$ cat src/rtl/solver_pkg.sv
// Shared encodings for the solver dispatcher: per-solver state, dispatcher FSM
// state, iteration-count width and the registered result record.
package solver_pkg;
  localparam int ITER_W = 16;

  localparam logic [1:0] S_IDLE = 2'd0;
  localparam logic [1:0] S_LOAD = 2'd1;
  localparam logic [1:0] S_RUN  = 2'd2;
  localparam logic [1:0] S_DONE = 2'd3;

  localparam logic [1:0] D_IDLE  = 2'd0;
  localparam logic [1:0] D_LOAD  = 2'd1;
  localparam logic [1:0] D_START = 2'd2;

  typedef struct packed {
    logic [15:0]       id;
    logic [ITER_W-1:0] iter;
  } res_t;
endpackage

$ cat src/rtl/rr_arbiter.sv
// Round-robin arbiter: one-hot grant searching from the slot after the last
// advanced grant; the pointer moves only when adv_i accepts a grant.
module rr_arbiter #(
  parameter int N = 4
) (
  input  logic         clock,
  input  logic         reset,
  input  logic [N-1:0] req_i,
  input  logic         adv_i,
  output logic [N-1:0] gnt_o
);
  localparam int PW = (N > 1) ? $clog2(N) : 1;

  logic [PW-1:0] ptr_q, ptr_d, idx;
  logic          found;

  always_comb begin
    gnt_o = '0;
    ptr_d = ptr_q;
    found = 1'b0;
    idx   = '0;
    for (int k = 0; k < N; k++) begin
      idx = PW'((int'(ptr_q) + k) % N);
      if (!found && req_i[idx]) begin
        found      = 1'b1;
        gnt_o[idx] = 1'b1;
        ptr_d      = PW'((int'(idx) + 1) % N);
      end
    end
  end

  always_ff @(posedge clock or negedge reset) begin
    if (!reset)              ptr_q <= '0;
    else if (adv_i && found) ptr_q <= ptr_d;
  end
endmodule

$ cat src/rtl/solver_dispatch.sv
// Dispatches multi-beat c-limb jobs to a pool of solver cores and returns their
// iteration counts. Optional SOLVER_DISPATCH_PERF_EN adds perf_jobs/perf_busy.
module solver_dispatch
  import solver_pkg::*;
#(
  parameter int NUM_SOLVERS     = 4,
  parameter int LIMB_INDEX_BITS = 6,
  parameter int LIMB_BITS       = 32
) (
  input  logic                          clock,
  input  logic                          reset,
  input  logic                          cfg_valid,
  output logic                          cfg_ready,
  input  logic [LIMB_INDEX_BITS-1:0]    cfg_num_limbs,
  input  logic [15:0]                   cfg_iter_lim,
  input  logic                          job_valid,
  output logic                          job_ready,
  input  logic [15:0]                   job_id,
  input  logic [LIMB_BITS-1:0]          job_re,
  input  logic [LIMB_BITS-1:0]          job_im,
  output logic [NUM_SOLVERS-1:0]        s_wr_en,
  output logic [LIMB_INDEX_BITS-1:0]    s_wr_ind,
  output logic [LIMB_BITS-1:0]          s_wr_re,
  output logic [LIMB_BITS-1:0]          s_wr_im,
  output logic                          s_cfg_en,
  output logic [LIMB_INDEX_BITS-1:0]    s_num_limbs,
  output logic [15:0]                   s_iter_lim,
  output logic [NUM_SOLVERS-1:0]        s_start,
  input  logic [NUM_SOLVERS-1:0]        s_out_ready,
  input  logic [ITER_W*NUM_SOLVERS-1:0] s_iter_count,
  output logic                          res_valid,
  input  logic                          res_ready,
  output logic [15:0]                   res_id,
  output logic [ITER_W-1:0]             res_iter
`ifdef SOLVER_DISPATCH_PERF_EN
  ,
  output logic [31:0]                   perf_jobs,
  output logic [31:0]                   perf_busy
`endif
);
  localparam int N = NUM_SOLVERS;

  logic [N-1:0][1:0]        st_q, st_d;
  logic [N-1:0][15:0]       tag_q, tag_d;
  logic [N-1:0][ITER_W-1:0] iter_q, iter_d;
  logic [1:0]               dst_q, dst_d;
  logic [N-1:0]             sel_q, sel_d, rsel_q, rsel_d;
  logic [LIMB_INDEX_BITS-1:0] cnt_q, cnt_d, nl_q, nl_d, snl_q;
  logic [15:0]              id_q, id_d, sil_q;
  logic                     cfg_en_q, res_vld_q, res_vld_d;
  res_t                     res_q, res_d;

  logic [N-1:0] idle_v, done_v, alloc_gnt, res_req, res_gnt;
  logic         cfg_acc, alloc, beat, res_hs, res_load;

  always_comb begin
    for (int i = 0; i < N; i++) begin
      idle_v[i] = (st_q[i] == S_IDLE);
      done_v[i] = (st_q[i] == S_DONE);
    end
  end

  // Config wins over a pending job so a reconfiguration cannot be starved.
  assign cfg_acc   = reset && cfg_valid && (dst_q == D_IDLE) && (&idle_v);
  assign cfg_ready = cfg_acc;
  assign alloc     = (dst_q == D_IDLE) && job_valid && !cfg_acc && (|idle_v);
  assign job_ready = (dst_q == D_LOAD);
  assign beat      = job_valid && job_ready;

  assign s_wr_en  = beat ? sel_q  : '0;
  assign s_wr_ind = beat ? cnt_q  : '0;
  assign s_wr_re  = beat ? job_re : '0;
  assign s_wr_im  = beat ? job_im : '0;
  assign s_start  = (dst_q == D_START) ? sel_q : '0;

  assign s_cfg_en    = cfg_en_q;
  assign s_num_limbs = snl_q;
  assign s_iter_lim  = sil_q;

  // The solver currently presented on res_* is masked so the next result can
  // be loaded in the same cycle as the handshake.
  assign res_hs   = res_vld_q && res_ready;
  assign res_load = !res_vld_q || res_ready;
  assign res_req  = done_v & ~(res_vld_q ? rsel_q : '0);

  rr_arbiter #(.N(N)) u_alloc_arb (
    .clock (clock), .reset (reset), .req_i (idle_v), .adv_i (alloc), .gnt_o (alloc_gnt)
  );

  rr_arbiter #(.N(N)) u_res_arb (
    .clock (clock), .reset (reset), .req_i (res_req), .adv_i (res_load), .gnt_o (res_gnt)
  );

  always_comb begin
    dst_d = dst_q;
    sel_d = sel_q;
    cnt_d = cnt_q;
    id_d  = id_q;
    nl_d  = cfg_acc ? cfg_num_limbs : nl_q;
    case (dst_q)
      D_IDLE: if (alloc) begin
        dst_d = D_LOAD;
        sel_d = alloc_gnt;
        cnt_d = '0;
      end
      D_LOAD: if (beat) begin
        if (cnt_q == '0) id_d = job_id;
        cnt_d = cnt_q + LIMB_INDEX_BITS'(1);
        if (cnt_q == nl_q) dst_d = D_START;
      end
      D_START: dst_d = D_IDLE;
      default: dst_d = D_IDLE;
    endcase
  end

  always_comb begin
    st_d   = st_q;
    tag_d  = tag_q;
    iter_d = iter_q;
    for (int i = 0; i < N; i++) begin
      case (st_q[i])
        S_IDLE: if (alloc && alloc_gnt[i]) st_d[i] = S_LOAD;
        S_LOAD: if (dst_q == D_START && sel_q[i]) begin
          st_d[i]  = S_RUN;
          tag_d[i] = id_q;
        end
        S_RUN: if (s_out_ready[i]) begin
          st_d[i]   = S_DONE;
          iter_d[i] = s_iter_count[ITER_W*i +: ITER_W];
        end
        S_DONE: if (res_hs && rsel_q[i]) st_d[i] = S_IDLE;
        default: st_d[i] = S_IDLE;
      endcase
    end
  end

  always_comb begin
    res_vld_d = res_vld_q;
    res_d     = res_q;
    rsel_d    = rsel_q;
    if (res_load) begin
      res_vld_d = |res_gnt;
      if (|res_gnt) begin
        rsel_d = res_gnt;
        for (int i = 0; i < N; i++)
          if (res_gnt[i]) res_d = {tag_q[i], iter_q[i]};
      end
    end
  end

  always_ff @(posedge clock or negedge reset) begin
    if (!reset) begin
      st_q      <= '0;
      tag_q     <= '0;
      iter_q    <= '0;
      dst_q     <= D_IDLE;
      sel_q     <= '0;
      cnt_q     <= '0;
      id_q      <= '0;
      nl_q      <= '0;
      cfg_en_q  <= 1'b0;
      snl_q     <= '0;
      sil_q     <= '0;
      res_vld_q <= 1'b0;
      res_q     <= '0;
      rsel_q    <= '0;
    end else begin
      st_q      <= st_d;
      tag_q     <= tag_d;
      iter_q    <= iter_d;
      dst_q     <= dst_d;
      sel_q     <= sel_d;
      cnt_q     <= cnt_d;
      id_q      <= id_d;
      nl_q      <= nl_d;
      cfg_en_q  <= cfg_acc;
      if (cfg_acc) begin
        snl_q <= cfg_num_limbs;
        sil_q <= cfg_iter_lim;
      end
      res_vld_q <= res_vld_d;
      res_q     <= res_d;
      rsel_q    <= rsel_d;
    end
  end

  assign res_valid = res_vld_q;
  assign res_id    = res_q.id;
  assign res_iter  = res_q.iter;

`ifdef SOLVER_DISPATCH_PERF_EN
  logic [31:0] pj_q, pb_q;

  always_ff @(posedge clock or negedge reset) begin
    if (!reset) begin
      pj_q <= '0;
      pb_q <= '0;
    end else begin
      if (res_hs && !(&pj_q))      pj_q <= pj_q + 32'd1;
      if (!(&idle_v) && !(&pb_q))  pb_q <= pb_q + 32'd1;
    end
  end

  assign perf_jobs = pj_q;
  assign perf_busy = pb_q;
`endif
endmodule

$ cat config.mk
export PLATFORM = sky130hd
export DESIGN_NAME = solver_dispatch
export DESIGN_NICKNAME = d
export VERILOG_FILES = /design/src/rtl/solver_pkg.sv /design/src/rtl/rr_arbiter.sv /design/src/rtl/solver_dispatch.sv
export SDC_FILE = /design/constraint.sdc
export NUM_CORES = 1
export LEC_CHECK = 0
export ABC_CLOCK_PERIOD_IN_PS = 3900
export CAP_MARGIN = 40
export CORE_MARGIN = 2
export CORE_UTILIZATION = 30
export DETAILED_ROUTE_END_ITERATION = 12
export PLACE_DENSITY = 0.53
export SLEW_MARGIN = 0
export SYNTH_ARGS = -nofsm -noshare
export SYNTH_HDL_FRONTEND = slang
export SYNTH_SLANG_ARGS = --single-unit
$ cat constraint.sdc
create_clock -name clock -period 3.9 [get_ports clock]
set_clock_uncertainty 0.15 [all_clocks]
set_input_delay 0.39 -clock clock [delete_from_list [all_inputs] [get_ports clock]]
set_output_delay 0.39 -clock clock [all_outputs]
set_load 0.03 [all_outputs]
After elaboration in Yosys (flattened, before gate mapping)
Cells that the tools add are included.
Word-level totals
  register bits after elaboration: 228
  bits in latches: 0
  bits in writable memories: 0
  bits in read-only memories: 0
  output and inout port bits: 136
  word-level logic and storage cells: 267
  memories kept: 0
Cells by class
  add/sub/neg operators: 13
  $mul: 0
  div/mod/pow operators: 0
  order comparisons: 16
  equality and inequality tests: 34
  shift-type cells: 0
  muxes and demuxes: 93
  bitwise operators: 8
  reduce and logical (&&, ||, !) cells: 78
Operator list (count)
  two-way mux 32 bit: 6
  two-way mux 2 bit: 27
  two-way mux 4 bit: 11
  logical AND 1 bit: 36
  one-hot mux 2 bit (4 select lines): 4
  != test 2 bit (second input constant): 13
  < comparator 2 x 3 -> 1 bit (second input constant): 8
  two-way mux 1 bit: 24
  bitwise OR 4 bit: 6
  AND reduction 2 bit: 12
  AND reduction 4 bit: 5
  equality test 2 bit (second input constant): 9
  two-way mux 6 bit: 3
  adder 2 x 1 -> 2 bit (second input constant): 8
  binary-select mux 1 bit (select 2 bit): 8
  demux 1 bit (select 2 bit): 8
  greater-or-equal comparator 2 x 1 -> 1 bit (second input constant): 8
  != test 2 x 1 -> 1 bit (second input constant): 6
  one-hot mux 6 bit (2 select lines): 1
  AND reduction 3 bit: 4
  nonzero test 4 bit: 3
  equality test 2 x 1 -> 1 bit (second input constant): 5
  logical NOT 2 bit: 5
  adder 2 bit (second input constant): 4
  10 further kinds: 18

Longest topological paths before layout
  word-level depth: 19
  mapped depth: 12

Cells and area by module
A second synthesis with hierarchy kept.
Unflattened totals
  cells, all modules: 975
  area total of the unflattened synthesis: 11384.7 µm²
By module, submodules not included
  solver_dispatch: times used 1, cells each 862, area an instance 10398.7 µm², sequential area each 5605.4 µm²
  rr_arbiter (u_res_arb): times used 1, cells each 57, area an instance 499.2 µm², sequential area each 50.0 µm²
  rr_arbiter (u_alloc_arb): times used 1, cells each 56, area an instance 486.7 µm², sequential area each 50.0 µm²

Worst setup path after synthesis
Ideal clock, no wire load.
  kind: flip-flop to flip-flop
  start: register res_vld_q (netlist: res_valid)
  end: register res_q (netlist bit res_id[10])
  library setup time: 0.086 ns
  arrival: 3.008 ns
  slack: 0.656 ns
  stages on the path, launching flop included: 11
  path buffers: 4
  clock period less this slack: 3.244 ns
  path through: dfrtp_1 -> buf_4 -> a21bo_2 -> mux4_2 -> a21boi_0 -> a221o_1 -> buf_2 -> or4_1 -> buf_2 -> buf_6 -> a32oi_2
Between the ends
  longest elaborated chain between the ends: 18
Ends and longest elaborated chain
  from (decl): RTL line solver_dispatch.sv:50  | logic cfg_en_q, res_vld_q, res_vld_d;
  from (signal assigned): RTL line solver_dispatch.sv:181  | res_vld_q <= res_vld_d;
  two-way mux 4 bit: RTL line solver_dispatch.sv:84  | assign res_req = done_v & ~(res_vld_q ? rsel_q : '0);
  inverter 4 bit: RTL line solver_dispatch.sv:84
  bitwise AND 4 bit: RTL line solver_dispatch.sv:84
  binary-select mux 1 bit (select 2 bit): RTL line rr_arbiter.sv:24  | if (!found && req_i[idx]) begin
  two-way mux 1 bit (implied by the code): RTL line rr_arbiter.sv:24
  two-way mux 1 bit: RTL line rr_arbiter.sv:24
  logical NOT 1 bit: RTL line rr_arbiter.sv:24
  logical AND 1 bit: RTL line rr_arbiter.sv:24
  two-way mux 1 bit: RTL line rr_arbiter.sv:24
  logical NOT 1 bit: RTL line rr_arbiter.sv:24
  logical AND 1 bit: RTL line rr_arbiter.sv:24
  two-way mux 1 bit: RTL line rr_arbiter.sv:24
  logical NOT 1 bit: RTL line rr_arbiter.sv:24
  logical AND 1 bit: RTL line rr_arbiter.sv:24
  two-way mux 4 bit: RTL line rr_arbiter.sv:24
  two-way mux 32 bit (3 in series): RTL line solver_dispatch.sv:146  | if (res_gnt[i]) res_d = {tag_q[i], iter_q[i]};
  to (signal assigned): RTL line solver_dispatch.sv:182  | res_q <= res_d;
  to (decl): RTL line solver_dispatch.sv:51  | res_t res_q, res_d;
Several ways; a longest one is shown, not always the timed one. The select of a mux whose other input is x is not followed.
A chain may end at the register's enable or synchronous reset.

Final worst setup path
  start: register st_q[5] in the netlist's numbering
  end: register res_q (netlist bit res_iter[10])
Between the ends
  longest elaborated chain between the ends: 17
Ends and longest elaborated chain
  from (decl): RTL line solver_dispatch.sv:43  | logic [N-1:0][1:0] st_q, st_d;
  from (signal assigned): RTL line solver_dispatch.sv:168  | st_q <= st_d;
  equality test 2 bit (*): RTL line solver_dispatch.sv:59  | done_v[i] = (st_q[i] == S_DONE);
  bitwise AND 4 bit (*): RTL line solver_dispatch.sv:84
  binary-select mux 1 bit (select 2 bit): RTL line rr_arbiter.sv:24
  two-way mux 1 bit (implied by the code): RTL line rr_arbiter.sv:24
  two-way mux 1 bit: RTL line rr_arbiter.sv:24
  logical NOT 1 bit: RTL line rr_arbiter.sv:24
  logical AND 1 bit: RTL line rr_arbiter.sv:24
  two-way mux 1 bit: RTL line rr_arbiter.sv:24
  logical NOT 1 bit: RTL line rr_arbiter.sv:24
  logical AND 1 bit: RTL line rr_arbiter.sv:24
  two-way mux 1 bit: RTL line rr_arbiter.sv:24
  logical NOT 1 bit: RTL line rr_arbiter.sv:24
  logical AND 1 bit: RTL line rr_arbiter.sv:24
  two-way mux 4 bit (*): RTL line rr_arbiter.sv:24
  two-way mux 32 bit (3 in series): RTL line solver_dispatch.sv:146
Mark *: on every way between the ends. The rest lies on a longest branch, timed or not. The select of a mux whose other input is x is not followed.

==> impl_metrics.env <==
export IMPL_synth_seq_cells=228
export IMPL_slew_viol_final=0
export IMPL_wl_per_cell_microns=20.9
export IMPL_synth_xor_area_share_pct=0.861
export IMPL_synth_edff_count=0
export IMPL_cts_tree="built"
export IMPL_setup_viol_count_final=0
export IMPL_cts_buffers=28
export IMPL_synthArstFlopShare_pct=100
export IMPL_io_buffers=310
export IMPL_netlist_area_sq_um=12200
export IMPL_vdd_ir_drop_max_mv=0.287
export IMPL_area_growth_pct=40.0
export IMPL_cp_arrival_ns=3.98
export IMPL_synthTopCellsByCount="dfrtp_1 (228), mux2_2 (174), inv_1 (126)"
export IMPL_synth_compound_area_share_pct=14.9
export IMPL_synth_area_per_cell_sq_um=11.3
export IMPL_p_leak_nw=7.71
export IMPL_antenna_found_initial=0
export IMPL_drtAntennaViolNets=0
export IMPL_synth_top_area_cell="dfrtp_1"
export IMPL_cts_buffer_depth=3
export IMPL_clock_root_buffer="clkbuf_16"
export IMPL_yosys_warnings=0
export IMPL_yosysTopAreaCellShare_pct=46.7
export IMPL_ctsResizeCount=0
export IMPL_worstSetupPathType="reg -> reg"
export IMPL_r2r_start="st_q[5]"
export IMPL_endpoint_kind="flip-flop"
export IMPL_tightest_slew_ns=0.872
export IMPL_grt_start_max_net_pins=148
export IMPL_postCtsSetupRepairBufs=0
export IMPL_synth_area_leaders="dfrtp_1 (47%), mux2_2 (16%), ha_1 (3.9%)"
export IMPL_core_sq_um=39900
export IMPL_syn_instance_count=1081
export IMPL_clock_sinks=228
export IMPL_totalWireLength_mm=40.2
export IMPL_fin_nets=1592
export IMPL_fmax_mhz=274
export IMPL_overflow=0
export IMPL_startpoint_type="flip-flop"
export IMPL_initial_core_util_pct=30.6
export IMPL_synth_top_family_by_area="multiplexers"
export IMPL_clock_latency_ns=0.56
export IMPL_place_area_sq_um=16200
export IMPL_place_congestion=0.852
export IMPL_drc=0
export IMPL_diodes=0
export IMPL_synthFlopType="dfrtp_1"
export IMPL_dp_hpwl_mm=29.2
export IMPL_synth_simple_area_share_pct=9.01
export IMPL_hold_viol=0
export IMPL_period_share_pct=93.7
export IMPL_seq_area_frac_synth_pct=46.7
export IMPL_worstPathRequired_ns=4.23
export IMPL_outcome="finished clean"
export IMPL_yosys_cell_types_count=51
export IMPL_synthAdderAreaFrac_pct=3.90
export IMPL_grt_pass1_vias=9685
export IMPL_powerDensity_nw_per_um2=382
export IMPL_die_h_microns=206
export IMPL_period_needed_ns=3.65
export IMPL_drtIter0Drc=598
export IMPL_vias_per_cell=5.02
export IMPL_crit_start="st_q[5]"
export IMPL_maxCapViolations=0
export IMPL_die_area_sq_um=42300
export IMPL_ios=311
export IMPL_yosysMostFrequentCell="dfrtp_1"
export IMPL_grt_pass1_wl_mm=60.7
export IMPL_hold_path_class="in -> async"
export IMPL_htree_levels=1
export IMPL_syn_nets=1294
export IMPL_finalSetupTns_ns=0
export IMPL_slew_headroom_pct=41.7
export IMPL_path_clk_slew_ns=0.06
export IMPL_die_width_microns=206
export IMPL_drt_pass1_iter_count=5
export IMPL_drive_gt1_share_pct=22.1
export IMPL_core_rowCount=73
export IMPL_synth_mux_area_share_pct=17.8
export IMPL_vias=9646
export IMPL_fin_area_sq_um=17100
export IMPL_rsz0062_at_grt="no"
export IMPL_path_max_fanout=25
export IMPL_grtUsageTotal_pct=18.6
[what timing repair did]
item | CTS | global route
endpoints found under the setup margin | 0 | 0
hold endpoints to repair | 44 | 0
hold buffers | 1 | 0
[where the power goes]
group | leakage (nW) | internal, mW | switching (mW) | total (mW)
clock network | 0.452 | 1.53 | 1.03 | 2.56
logic | 4.30 | 0.605 | 0.720 | 1.33
registers | 2.96 | 2.48 | 0.162 | 2.64
[cells by family after synthesis]
| kind of cell | Yosys count |
|---|---|
| adder cells (fa/ha/maj) | 38 |
| AO/OA/AOI/OAI | 224 |
| AND/OR/NAND/NOR | 180 |
| buffers and inverters | 211 |
| flip-flops | 228 |
| XOR/XNOR | 12 |
| multiplexers | 188 |
[cell usage in the layout, fill, tap and decap left out, types with 32 or more instances in the layout]
master | Yosys | routed
a21oi_1 | 42 | 40
a31oi_1 | 33 | 33
and3_1 | 74 | 74
and4_1 | 32 | 32
clkdlybuf4s50_1 | 0 | 308
dfrtp_1 | 228 | 228
ha_1 | 38 | 38
inv_1 | 126 | 126
mux2_2 | 174 | 174
o311ai_0 | 33 | 33
o31ai_1 | 35 | 35
[worst paths after layout]
check | to | slack [ns] | depth (start not counted)
setup / recovery | res_iter[10] | 0.25 | 9
hold / removal | s_iter_lim[1] | 0.19 | 2
setup reg to reg | res_iter[10] | 0.25 | 9
hold reg to reg | iter_q[4] | 0.35 | 1
max in group asynchronous | iter_q[60] | 2.25 | 3
min in group clock | id_q[13] | 0.29 | 2
[stage by stage]
stage / total power [mW] / setup WS [ns] / util [%] / hold WS (ns) / std cells
finish: 6.53 / 0.247 / 42.8 / 0.185 / 1921
global route: 6.81 / 0.0615 / 42.8 / 0.220 / 1921
CTS: 6.60 / 0.266 / 42.8 / 0.191 / 1921
global placement: 3.99 / 0.357 / 40.1 / 0.166 / 1866
floorplan: 3.32 / 0.656 / - / -0.0556 / 1081
detailed placement: 4.01 / 0.265 / 40.5 / 0.171 / 1873
[metal layers]
metal  wire length, microns  global-route usage (%)  vias up
met2                  19200                    29.1      219
met1                  19100                    27.7     4840
li1                       -                       -     4541
met4                    534                    3.47        0
met3                   1460                    2.07       46
met5                      0                       0        -
[sequential cells by signal, indices dropped and copies added, names as in the netlist, 2 cells and up]
name,flops
u_res_arb.ptr_q,2
s_num_limbs,6
tag_q,64
u_alloc_arb.ptr_q,2
res_iter,16
dst_q,2
rsel_q,4
sel_q,4
id_q,16
cnt_q,6
st_q,8
res_id,16
s_iter_lim,16
iter_q,64
[worst max-delay path, cell delays in order (launching register included)]
cell and delay (ns):
dfrtp_1 0.39, ha_1 0.21, a21boi_0 0.35, mux4_2 0.40, nor2_1 0.15, a22o_1 0.25
a221o_1 0.36, or4_2 0.87, buf_12 0.25, a32oi_2 0.18
[area by class of cell]
class / instances / area (sq um)
clock buffers: 39 / 822
clock inverters: 8 / 96.3
fillers: 3753 / 22800
well taps: 525 / 657
inverters: 127 / 477
repair buffers: 352 / 3600
multi-input cells: 642 / 5730
flip-flops and latches: 228 / 5710
Note: power is estimated with default switching activity, not from simulation.
==> edit 1: new RTL, same settings <==
The option `SOLVER_DISPATCH_PERF_EN` is turned on by a define.
--- a/src/rtl/solver_dispatch.sv
+++ b/src/rtl/solver_dispatch.sv
@@ -1,5 +1,7 @@
 // Dispatches multi-beat c-limb jobs to a pool of solver cores and returns their
 // iteration counts. Optional SOLVER_DISPATCH_PERF_EN adds perf_jobs/perf_busy.
+`define SOLVER_DISPATCH_PERF_EN
+
 module solver_dispatch
   import solver_pkg::*;
 #(
Formal check against the unedited RTL (old outputs only; new: perf_busy and perf_jobs): same outputs for any inputs over 4 cycles, from zero or initial values and one cycle with reset low; that may be too few to reach the edited logic, so the function may still have changed.
==> edit 1 against the original RTL <==
- via count rose by 13%
- sequential cell count is 64 higher
- die area up 16%
- maximum frequency is 5.5% higher
- synthesized area increased by 16%
- worst setup slack gained 0.19 ns
- design area rose by 16%
- global-route usage down 1.0 points
- first-iteration DRC count grew 1.8%
- synthesized cell count up 11%
- routed wire length rose by 7.7%
- count of clock-buffer cells in the layout up 12
- highest routed layer is now met5
Power is not compared: it rests on default switching activity, and its combinational part moved more than twofold at a synthesized area within 25%.
==> edit 1: results (changes against the original RTL) <==
Synth:
- The synthesized area per cell is 11.8 um^2 (was 11.3 um^2).
- Top cell types by occurrence after synthesis: dfrtp_1 (292), mux2_2 (148), nand2_1 (122) (was dfrtp_1 (228), mux2_2 (174), inv_1 (126)).
- The sequential share of the synthesized area is 51.7% (was 46.7%).
- The fraction of registers with async set or reset after synthesis is 100% (unchanged).
- Synth area leaders: dfrtp_1 (52%), mux2_2 (12%), and3_1 (3.7%) (was dfrtp_1 (47%), mux2_2 (16%), ha_1 (3.9%)).
- The total number of yosys warnings is 0 (unchanged).
- The net count after synthesis is 1414 (was 1294).
- The number of library cell types mapped by synthesis is 62 (was 51).

CTS:
- The number of H-tree levels is 2 (was 1).
- The number of post-CTS setup repair buffers is 0 (unchanged).
- The number of clock buffers inserted by TritonCTS is 36 (was 28).
- The clock-pin transition on the worst setup and hold timing paths came to 0.06 ns (about the same).
- The root buffer cell was clkbuf_16 (unchanged).
- The maximum number of buffers from clock root to sink is 3 (unchanged).
- The hold-fix buffer count after cts is 1 (unchanged).
- For the worst-skew pair, the clock arrives at the later sink with an insertion delay of 0.55 ns.
- The post-cts sizing count was 0 (unchanged).

Cells and area:
- Top flop regs: iter_q: 64 flops, tag_q: 64 flops (unchanged).
- The net total in the final layout is 1797 (was 1592).
- The number of inserted filler cells in the final layout was 4464 (was 3753).
- The number of standard cells in the layout, taps in and fillers out is 2212 (was 1921).
- The fraction of final layout cells sized beyond drive strength 1 is 17.8% (was 22.1%).

STA:
- The relative max-transition margin is 47.9% (was 41.7%).
- The final critical-path share of the clock period was 88.8% (was 93.7%).
- The final setup violation count is 0 (unchanged).

Run status:
- Status: finished, final reports clean (unchanged).

Placed design:
- The pre-CTS worst setup slack is 0.461 ns (was 0.265 ns).
- The weighted congestion reported at the end of routability-driven placement was 0.857 (was 0.852).
- The post-detailed-placement half-perimeter wirelength is 31700 um (was 29200 um).
- The count of input and output buffers is 374 (was 310).
- The cell area after placement is 18700 um^2 (was 16200 um^2).

Drt:
- The first-iteration detailed-routing DRC count is 609 (was 598).
- The count of TritonRoute iterations in the first routing pass is 5 (unchanged).
- The per-cell via count in the routed design is 4.94 (was 5.02).
- The wire length reported by the detailed router is 43300 um (was 40200 um).

GRT:
- The all-layer global routing usage is 17.6% (was 18.6%).
- The number of antenna violations at the first check in global routing is 2 (was 0).
- The pin count of the biggest net entering global routing came to 113 (was 148).
- The number of global-route vias before repair is 11200 (was 9685).
- The wire length of the first global-routing pass is 67600 um (was 60700 um).

Hold path:
- The type of the most critical hold path is input pin to flip-flop (was input pin to async pin).
- The hold-critical path depth is 3.

Power:
- The leakage power is 9.29 nW.
- The internal power component is 5.37 mW.
- The maximum ir drop on the vdd rail is 0.261 mV.

Critical path:
- The top fanout value on the critical path is 30 (was 25).
- The worst-case reg-to-reg path depth is 11 (was 9).
- The arrival time at the worst endpoint is 3.74 ns (was 3.98 ns).
## edit 1: power by group through the flow
stage	Clock [mW]	Sequential, mW	Combinational (mW)
finish	3.30	3.25	0.453
CTS	3.42	3.26	0.465
global placement	0	3.31	0.452
floorplan	0	3.27	0.159
detailed placement	0	3.31	0.460
global route	3.54	3.28	0.503
## edit 1: critical path, stage by stage, from the launching register on
cell,delay (ns)
dfrtp_1,0.52
inv_1,0.21
ha_1,0.43
inv_1,0.07
a211oi_2,0.25
or2_2,0.24
nor2_2,0.10
a221oi_4,0.29
buf_12,0.32
mux2_4,0.34
a222oi_1,0.31
a21oi_1,0.11
## edit 1: final timing paths
path	startpoint	endpoint
setup / recovery	u_res_arb.ptr_q[1]$_DFFE_PN0P_	res_iter[5]$_DFFE_PN0P_
max in group asynchronous	reset	tag_q[38]$_DFFE_PN0P_
setup reg to reg	u_res_arb.ptr_q[1]$_DFFE_PN0P_	res_iter[5]$_DFFE_PN0P_
min in group asynchronous	reset	tag_q[9]$_DFFE_PN0P_
hold reg to reg	s_iter_lim[3]$_DFFE_PN0P_	s_iter_lim[3]$_DFFE_PN0P_
hold / removal	cfg_iter_lim[4]	s_iter_lim[4]$_DFFE_PN0P_
## edit 1: layer usage
metal  vias up  GRT usage (%)  part of all wire (%)
met1      5428           21.9                    42
li1       5076              -                     -
met4         2           6.11                   2.8
met5         -              0                 0.046
met3        63           4.17                   5.9
met2       356           29.7                    49
## edit 1: through the flow
step	hold WS, ns	utilization, %
4_1_cts	0.191	42.7
6_report	0.221	42.7
5_1_grt	0.214	42.7
3_3_place_gp	0.310	39.9
2_1_floorplan	-0.0556	-
3_5_place_dp	0.316	40.2
## edit 1: cells by family (layout without fill, tap and decap cells)
logic type,count (synthesis),count (layout),synth area share [%]
XOR/XNOR,74,74,4.58
multiplexers,195,195,16.6
adder cells (fa/ha/maj),40,40,3.54
buffers and inverters,93,498,2.88
flip-flops,292,292,51.7
other,0,1,0
AO/OA/AOI/OAI,137,137,7.86
AND/OR/NAND/NOR,368,368,12.8
## edit 1: final cells by class
type / count / area share (%)
well taps: 607 / 3.82
clock buffers: 51 / 5.16
inverters: 35 / 0.660
diodes: 1 / 0.0126
multi-input cells: 814 / 32.3
repair buffers: 403 / 20.7
clock inverters: 9 / 0.629
flip-flops and latches: 292 / 36.7
==> edit 2: new RTL, same flow settings <==
Made on the original files. Register the input `cfg_iter_lim` before use. The logic sees it one clock later. The other inputs are not delayed to match.
--- a/src/rtl/solver_dispatch.sv
+++ b/src/rtl/solver_dispatch.sv
@@ -40,6 +40,12 @@
 );
   localparam int N = NUM_SOLVERS;
 
+  logic [15:0] cfg_iter_lim_q;
+
+  always_ff @(posedge clock) begin
+    cfg_iter_lim_q <= cfg_iter_lim;
+  end
+
   logic [N-1:0][1:0]        st_q, st_d;
   logic [N-1:0][15:0]       tag_q, tag_d;
   logic [N-1:0][ITER_W-1:0] iter_q, iter_d;
@@ -176,7 +182,7 @@
       cfg_en_q  <= cfg_acc;
       if (cfg_acc) begin
         snl_q <= cfg_num_limbs;
-        sil_q <= cfg_iter_lim;
+        sil_q <= cfg_iter_lim_q;
       end
       res_vld_q <= res_vld_d;
       res_q     <= res_d;
Function: not settled (the Yosys comparison gave no result); the edit may change what the design does.
==> edit 2 against the original RTL <==
- critical path depth fell by 2
- sequential cell count grew 16
- design area grew 1.9%
- non-clock buffer count fell by 9
- cell count increased by 1.6%
- routed wire length shrank 2.0%
- sequential share of layout area increased by 1.2 points
- utilization is 1.0 points lower
- worst setup slack better by 0.015 ns
- hold slack lost 0.13 ns
- synthesized area increased by 3.2%
Power is not compared: it rests on default switching activity, and its combinational part moved more than twofold at a synthesized area within 25%.
==> edit 2: results (changes against the original RTL) <==
Run status:
- Status: finished, final reports clean (unchanged).

GRT:
- The pin count of the biggest net entering global routing came to 171 (was 148).
- The all-layer global routing usage came to 17.8% (was 18.6%).
- The number of antenna violations at the first check in global routing was 1 (was 0).
- The number of global-route vias before repair came to 10100 (was 9685).
- The wire length of the first global-routing pass came to 61200 um (was 60700 um).

Critical path:
- The category of cells accounting for the largest share of critical-path delay is simple AND/OR/NAND/NOR gates (was compound AO/OA/AOI/OAI gates).
- The end of the worst register-to-register path is res_id[6]$_DFFE_PN0P_ (was res_iter[10]$_DFFE_PN0P_).
- The top fanout value on the critical path is 33 (was 25).
- The worst-case reg-to-reg path depth is 7 (was 9).
- The arrival time at the worst endpoint is 3.96 ns (was 3.98 ns).
- The startpoint of the most critical setup path is st_q[4]$_DFFE_PN0P_ (was st_q[5]$_DFFE_PN0P_).
- The standard cell with the maximum stage delay on the critical path is or4_4 (was or4_2).
- The delay of the slowest cell on the worst path is 0.82 ns (was 0.87 ns).
- The minimum setup slack among reg-to-reg paths is 0.26 ns (was 0.25 ns).

STA:
- The relative max-transition margin was 36.7% (was 41.7%).
- The minimum hold slack is 0.0564 ns (was 0.185 ns).
- The final setup violation count was 0 (unchanged).

Placed design:
- The weighted congestion reported at the end of routability-driven placement is 0.791 (was 0.852).
- The count of input and output buffers is 310 (unchanged).
- The post-detailed-placement half-perimeter wirelength is 28200 um (was 29200 um).

Cells and area:
- The fraction of final layout cells sized beyond drive strength 1 came to 21.9% (was 22.1%).
- Top flop regs: iter_q: 64 flops, tag_q: 64 flops (unchanged).
- The net total in the final layout came to 1601 (was 1592).

CTS:
- The number of H-tree levels is 1 (unchanged).
- The number of post-CTS setup repair buffers was 0 (unchanged).
- The clock latency reported for the late side of the worst-skew pair is 0.56 ns (about the same).
- The maximum number of buffers from clock root to sink is 3 (unchanged).
- The number of clock buffers inserted by TritonCTS came to 29 (was 28).
- The hold-fix buffer count after cts is 1 (unchanged).

Synth:
- The fraction of registers with async set or reset after synthesis was 93.4% (was 100%).
- Top cell types by occurrence after synthesis: dfrtp_1 (228), mux2_2 (171), inv_1 (122) (was dfrtp_1 (228), mux2_2 (174), inv_1 (126)).
- The net count after synthesis is 1311 (was 1294).
- Synth area leaders: dfrtp_1 (45%), mux2_2 (15%), a32oi_2 (3.9%) (was dfrtp_1 (47%), mux2_2 (16%), ha_1 (3.9%)).
- The sequential share of the synthesized area is 47.8% (was 46.7%).
- The number of library cell types mapped by synthesis is 55 (was 51).

Drt:
- The wire length reported by the detailed router is 39400 um (was 40200 um).
- The first-iteration detailed-routing DRC count is 513 (was 598).
- The vias after detailed routing is 9657 (was 9646).

Die:
- The die width is 209 um (was 206 um).
edit 2: cell families (layout without fill, tap and decap cells):
kind of cell / after synthesis / in the layout / synth area share, %
mux: 188 / 188 / 17.2
compound gates: 223 / 223 / 15.0
flops: 244 / 244 / 47.8
buf+inv: 207 / 520 / 6.56
simple gates: 188 / 188 / 8.94
xor+xnor: 12 / 12 / 0.834
other cells: 0 / 1 / 0
fa+ha+maj: 37 / 37 / 3.67
edit 2: area by class of cell:
| class | instances | area [um^2] |
|---|---|---|
| Fill cell | 4044 | 24200 |
| Multi-Input combinational cell | 648 | 5800 |
| Clock inverter | 13 | 153 |
| Tap cell | 539 | 674 |
| Clock buffer | 41 | 861 |
| Inverter | 123 | 462 |
| Timing Repair Buffer | 343 | 3440 |
| Antenna cell | 1 | 2.50 |
| Sequential cell | 244 | 6030 |
edit 2: routing by layer:
metal / vias up / track usage (%) / part of all wire (%)
li1: 4589 / - / -
met1: 4873 / 24.3 / 46
met2: 155 / 30.1 / 49
met3: 40 / 2.28 / 3.3
met4: 0 / 4.01 / 1.5
met5: - / 0 / 0
edit 2: power by group:
| part | leakage (nW) | switching, mW | internal (mW) | total (mW) |
|---|---|---|---|---|
| Clock | 0.501 | 1.10 | 1.73 | 2.83 |
| Sequential | 3.03 | 0.707 | 3.56 | 4.26 |
| Combinational | 4.25 | 4.76 | 3.66 | 8.41 |
| Total | 7.77 | 6.56 | 8.94 | 15.5 |
edit 2: per-stage QoR:
stage	instances	power (mW)	util [%]	instance area (um^2)	setup slack [ns]
floorplan	1099	10.2	-	12600	0.618
global placement	1890	12.6	39.1	16300	0.232
detailed placement	1896	12.7	39.3	16400	0.216
CTS	1951	15.6	41.8	17400	0.193
global route	1952	16.6	41.8	17400	0.0634
finish	1952	15.5	41.8	17400	0.262
